==> config.mk <==
export PLATFORM = sky130hd
export DESIGN_NAME = regfile_sb
export DESIGN_NICKNAME = d
export VERILOG_FILES = /design/src/rtl/cpu_rf_pkg.sv /design/src/rtl/rf_scoreboard.sv /design/src/rtl/regfile_sb.sv
export SDC_FILE = /design/constraint.sdc
export NUM_CORES = 2
export LEC_CHECK = 0
export CAP_MARGIN = 20
export CORE_MARGIN = 2
export CORE_UTILIZATION = 50
export CTS_BUF_LIST = sky130_fd_sc_hd__clkbuf_16
export DETAILED_ROUTE_END_ITERATION = 8
export PLACE_DENSITY = 0.73
export SETUP_SLACK_MARGIN = 0.3
export SLEW_MARGIN = 15
export SYNTH_ARGS = -nofsm -noshare
export SYNTH_HDL_FRONTEND = slang
export SYNTH_HIERARCHICAL = 1
export SYNTH_SLANG_ARGS = --single-unit
==> constraint.sdc <==
create_clock -name i_clk -period 76.1 [get_ports i_clk]
set_clock_uncertainty 0.05 [all_clocks]
set_input_delay 19.025 -clock i_clk [delete_from_list [all_inputs] [get_ports i_clk]]
set_output_delay 19.025 -clock i_clk [all_outputs]
set_load 0.1 [all_outputs]
==> src/rtl/cpu_rf_pkg.sv <==
// Shared definitions for the integer register file slice.
// Provides default geometry, derived address/counter widths and the
// helper that locates a read port's field inside a packed port bus.
package cpu_rf_pkg;

    localparam int unsigned RF_DATA_W = 32;
    localparam int unsigned RF_REG_N  = 32;
    localparam int unsigned RF_ADDR_W = $clog2(RF_REG_N);
    localparam int unsigned RF_CNT_W  = $clog2(RF_REG_N + 1);

    // LSB position of port p's field in a bus packed as [p*width +: width].
    function automatic int unsigned rd_lsb(input int unsigned port, input int unsigned width);
        return port * width;
    endfunction

endpackage

==> src/rtl/rf_scoreboard.sv <==
// Per-register busy scoreboard.
// Ports:
//   i_clk, i_rst           clock, async active-high reset
//   i_wr_en, i_wr_addr     writeback clears the destination's busy bit
//   i_rsv_en, i_rsv_addr   reservation request from issue
//   i_flush                clears every reservation
//   o_rsv_ok               reservation accepted this cycle (combinational)
//   o_busy                 busy vector, one bit per register
//   o_busy_cnt             number of set busy bits
module rf_scoreboard
    import cpu_rf_pkg::*;
#(
    parameter int unsigned REG_N    = RF_REG_N,
    parameter int unsigned ADDR_W   = $clog2(REG_N),
    parameter int unsigned CNT_W    = $clog2(REG_N + 1),
    parameter int unsigned ZERO_REG = 1
) (
    input  logic              i_clk,
    input  logic              i_rst,
    input  logic              i_wr_en,
    input  logic [ADDR_W-1:0] i_wr_addr,
    input  logic              i_rsv_en,
    input  logic [ADDR_W-1:0] i_rsv_addr,
    input  logic              i_flush,
    output logic              o_rsv_ok,
    output logic [REG_N-1:0]  o_busy,
    output logic [CNT_W-1:0]  o_busy_cnt
);

    logic [REG_N-1:0] busy;
    logic [CNT_W-1:0] cnt;
    logic             rsv_set;
    logic             dec;

    always_comb begin
        o_rsv_ok = i_rsv_en && !i_flush &&
                   (!busy[i_rsv_addr] || (i_wr_en && i_wr_addr == i_rsv_addr));
        rsv_set  = o_rsv_ok && !(ZERO_REG != 0 && i_rsv_addr == '0);
        dec      = i_wr_en && busy[i_wr_addr];
    end

    // An accepted reservation always targets a bit that is 0 after this
    // cycle's writeback clear, so it always counts +1; a same-address
    // write of a busy register nets to zero.
    always_ff @(posedge i_clk or posedge i_rst) begin
        if (i_rst) begin
            busy <= '0;
            cnt  <= '0;
        end else if (i_flush) begin
            busy <= '0;
            cnt  <= '0;
        end else begin
            if (i_wr_en) busy[i_wr_addr] <= 1'b0;
            if (rsv_set) busy[i_rsv_addr] <= 1'b1;
            case ({rsv_set, dec})
                2'b10:   cnt <= cnt + 1'b1;
                2'b01:   cnt <= cnt - 1'b1;
                default: cnt <= cnt;
            endcase
        end
    end

    assign o_busy     = busy;
    assign o_busy_cnt = cnt;

endmodule

==> src/rtl/regfile_sb.sv <==
// Parametrised integer register file with N combinational read ports,
// one writeback port, write-to-read bypass, optional hardwired zero
// register and a busy scoreboard for RAW/WAW hazard tracking.
// Ports:
//   i_clk, i_rst           clock, async active-high reset
//   i_rd_addr/o_rd_data    packed read ports, port p at [p*W +: W]
//   o_rd_busy              addressed register has a pending reservation
//   i_wr_en/addr/data      writeback
//   i_rsv_en/addr, o_rsv_ok reservation request / acceptance
//   i_flush                drop all reservations
//   o_busy_cnt             number of reserved registers
module regfile_sb
    import cpu_rf_pkg::*;
#(
    parameter int unsigned DATA_W   = RF_DATA_W,
    parameter int unsigned REG_N    = RF_REG_N,
    parameter int unsigned ADDR_W   = $clog2(REG_N),
    parameter int unsigned RD_PORTS = 2,
    parameter int unsigned ZERO_REG = 1,
    parameter int unsigned BYPASS   = 1
) (
    input  logic                         i_clk,
    input  logic                         i_rst,
    input  logic [RD_PORTS*ADDR_W-1:0]   i_rd_addr,
    output logic [RD_PORTS*DATA_W-1:0]   o_rd_data,
    output logic [RD_PORTS-1:0]          o_rd_busy,
    input  logic                         i_wr_en,
    input  logic [ADDR_W-1:0]            i_wr_addr,
    input  logic [DATA_W-1:0]            i_wr_data,
    input  logic                         i_rsv_en,
    input  logic [ADDR_W-1:0]            i_rsv_addr,
    output logic                         o_rsv_ok,
    input  logic                         i_flush,
    output logic [$clog2(REG_N+1)-1:0]   o_busy_cnt
);

    localparam int unsigned CNT_W = $clog2(REG_N + 1);

    logic [DATA_W-1:0] regs [REG_N];
    logic [REG_N-1:0]  busy;
    logic [ADDR_W-1:0] addr;
    logic [DATA_W-1:0] data;
    logic              bsy;

    rf_scoreboard #(
        .REG_N    (REG_N),
        .ADDR_W   (ADDR_W),
        .CNT_W    (CNT_W),
        .ZERO_REG (ZERO_REG)
    ) u_sb (
        .i_clk      (i_clk),
        .i_rst      (i_rst),
        .i_wr_en    (i_wr_en),
        .i_wr_addr  (i_wr_addr),
        .i_rsv_en   (i_rsv_en),
        .i_rsv_addr (i_rsv_addr),
        .i_flush    (i_flush),
        .o_rsv_ok   (o_rsv_ok),
        .o_busy     (busy),
        .o_busy_cnt (o_busy_cnt)
    );

    always_ff @(posedge i_clk or posedge i_rst) begin
        if (i_rst) begin
            for (int unsigned i = 0; i < REG_N; i++) regs[i] <= '0;
        end else if (i_wr_en && !(ZERO_REG != 0 && i_wr_addr == '0)) begin
            regs[i_wr_addr] <= i_wr_data;
        end
    end

    // Zero-register masking is applied last so it overrides the bypass.
    always_comb begin
        o_rd_data = '0;
        o_rd_busy = '0;
        addr      = '0;
        data      = '0;
        bsy       = 1'b0;
        for (int unsigned p = 0; p < RD_PORTS; p++) begin
            addr = i_rd_addr[rd_lsb(p, ADDR_W) +: ADDR_W];
            data = regs[addr];
            bsy  = busy[addr];
            if (BYPASS != 0 && i_wr_en && i_wr_addr == addr) begin
                data = i_wr_data;
                bsy  = 1'b0;
            end
            if (ZERO_REG != 0 && addr == '0) begin
                data = '0;
                bsy  = 1'b0;
            end
            o_rd_data[rd_lsb(p, DATA_W) +: DATA_W] = data;
            o_rd_busy[p] = bsy;
        end
    end

endmodule

==> run summary <==
largest net degree at the start of global routing: 162
Final Instance Area: 0.0644 mm²
hpwl dp: 115 mm
Synth Flop Type: dfrtp_1
Setup Viol. Count Final: 0
post-synthesis area per instance: 14.2 µm²
Slew Viols, Final: 0
WP data required: 57,030 ps
post-synthesis sequential area ratio: 0.454
initial antenna violation count: 6
number of remaining DRC errors: 0
max-cap violations: 0
Nets: 4,103
Mapped Nets: 4,189
Synth area leader: dfrtp_1
Clock transition at path regs: 60 ps
TritonCTS clock tree: done
clock tree buffer depth: 3
IO Pins: 130
flop-to-flop setup slack: 72,660 ps
die area: 0.120 mm²
WL/cell: 34.1 µm
status: complete, no violations
Chip Height: 346 µm
top cells by area, synth: dfrtp_1 (45%), mux2_2 (19%), mux4_2 (18%), mux2i_1 (3.0%), clkbuf_1 (1.4%)
Tcrit/Tclk final: 0.566
first drt pass iteration count: 5
placed inst area: 0.0606 mm²
maximum VDD drop: 0.0202 mV
crit path kind: in -> out
gp weighted congestion: 0.886
Post CTS Setup Buffer Count: 0
Period minus WS final: 43,090 ps
Final Hold Viols: 0
achievable frequency: 23.2 MHz
CP Max Fanout: 66
crit end category: output pin
clk_lat worst skew: 700 ps
synthesized flop and latch total: 1,062
LEAKAGE: 0.0274 µW
Synth cell types: 81
Synthesis Warnings: 6
layout cells sized above 1: 0.447
arrival time at the worst endpoint: 24,020 ps
routed vias/inst: 7.16
Synth async-reset ratio: 1.00
Worst Setup Start Kind: input port
global-route usage over all layers: 0.322
worst slew pin tran: 1190 ps
H-tree levels: 3
Horiz. Die Dim: 346 µm
IO Port Bufs: 129
first-pass GRT wire length: 285 mm
Hold WS: 346 ps
Overflow after GRT: 0
Slew headroom: 0.208
CTS Buf Count: 110
Detailed Route WL: 193 mm
Core Area: 0.116 mm²
via count: 40,500
Syn Std Cell Area: 0.0585 mm²
RSZ-0062 raised after global routing: no
Post-synth EDFFs: 0
Hold Path Class: reg -> reg
Hold-fix buffers, CTS: 0
Post-Route Setup TNS: 0 ps
Antenna Nets Post-Route: 0
effective utilization at floorplan: 0.504
most numerous cell in the Yosys netlist: dfrtp_1
CTS-repair resized insts: 0
clock tree sinks: 1,062
Rows: 125
cells after synthesis: 4,127
Layout area overhead: 10.2%
Pwr Density: 26.6 mW/mm²
initial drt markers: 5,700
vias in the first global route: 40,800
commonest cells in the synthesized netlist: dfrtp_1 (1,062), mux2_2 (1,003), mux4_2 (472)
Clock Tree Root: clkbuf_16
Synth top area share: 0.454
==> state kept, by name, summed over array words and instances, names as in the netlist <==
name             cells
u_sb/o_busy         32
u_sb/o_busy_cnt      6
regs              1024
==> worst paths after layout <==
check                                    start                 end  depth (start not counted)
max in group asynchronous                i_rst           regs[362]                          5
worst min register to register      regs[1007]          regs[1007]                          0
worst min-delay path                regs[1007]          regs[1007]                          0
worst max-delay path              i_rd_addr[0]        o_rd_data[1]                          8
min in group asynchronous                i_rst           regs[247]                          2
worst max register to register  u_sb/o_busy[2]  u_sb/o_busy_cnt[5]                         13
==> cells in the final DEF (no fill, tap or decap), types with 42 or more instances in the layout <==
cell type	n
clkbuf_16	113
a211oi_1	48
nand2_1	99
mux2_2	1003
nand3_1	61
a21oi_1	74
buf_4	119
clkdlybuf4s50_1	116
o22ai_1	77
a22oi_1	42
dfrtp_1	1062
o21ai_0	95
nor2_1	50
mux4_2	472
mux2i_1	174
==> layer usage <==
layer | vias to the layer above | wire [µm] | GRT usage
met4 | 6 | 10800 | 0.162
met1 | 21400 | 74400 | 0.443
met3 | 602 | 22900 | 0.0914
met5 | - | 33 | 0
li1 | 15800 | - | -
met2 | 2706 | 85100 | 0.469
==> through the flow <==
step / std cells / total power (µW) / setup WS, ps / utilization
after floorplan: 4127 / 1040 / 28210 / -
final: 5660 / 1710 / 33010 / 0.555
after CTS: 5652 / 1710 / 32990 / 0.554
after global placement: 5447 / 1130 / 32960 / 0.522
after detailed placement: 5449 / 1140 / 33020 / 0.522
after global routing: 5658 / 1770 / 32750 / 0.555
==> critical path, cell delays in order <==
cell             delay, ps
buf_8                  540
buf_4                  800
buf_4                  850
mux4_2                 610
mux4_2                 470
a211oi_1               380
nor2_1                 210
clkdlybuf4s50_1       1020
==> final cells by class <==
class                           instances  area, µm²
Clock buffer                          113       2830
Multi-Input combinational cell       2598      29800
Tap cell                             1524       1910
Antenna cell                            4       10.0
Fill cell                            9292      51600
Sequential cell                      1062      26600
Clock inverter                         90        912
Inverter                               13       57.6
Timing Repair Buffer                  256       2350
==> report_power, final <==
part	leakage, µW	internal, µW	switching, µW
Sequential	0.0137	669	79.0
Clock	0.00191	332	239
Combinational	0.0118	202	194
==> cells by family after synthesis <==
group	Yosys count	share of synthesized area
AO/OA/AOI/OAI	502	0.0592
XOR/XNOR	18	0.00270
adder cells (fa/ha/maj)	5	0.00120
buffers and inverters	467	0.0399
flip-flops	1062	0.454
multiplexers	1660	0.407
AND/OR/NAND/NOR	413	0.0356
Power figures use the tool's default switching activity.
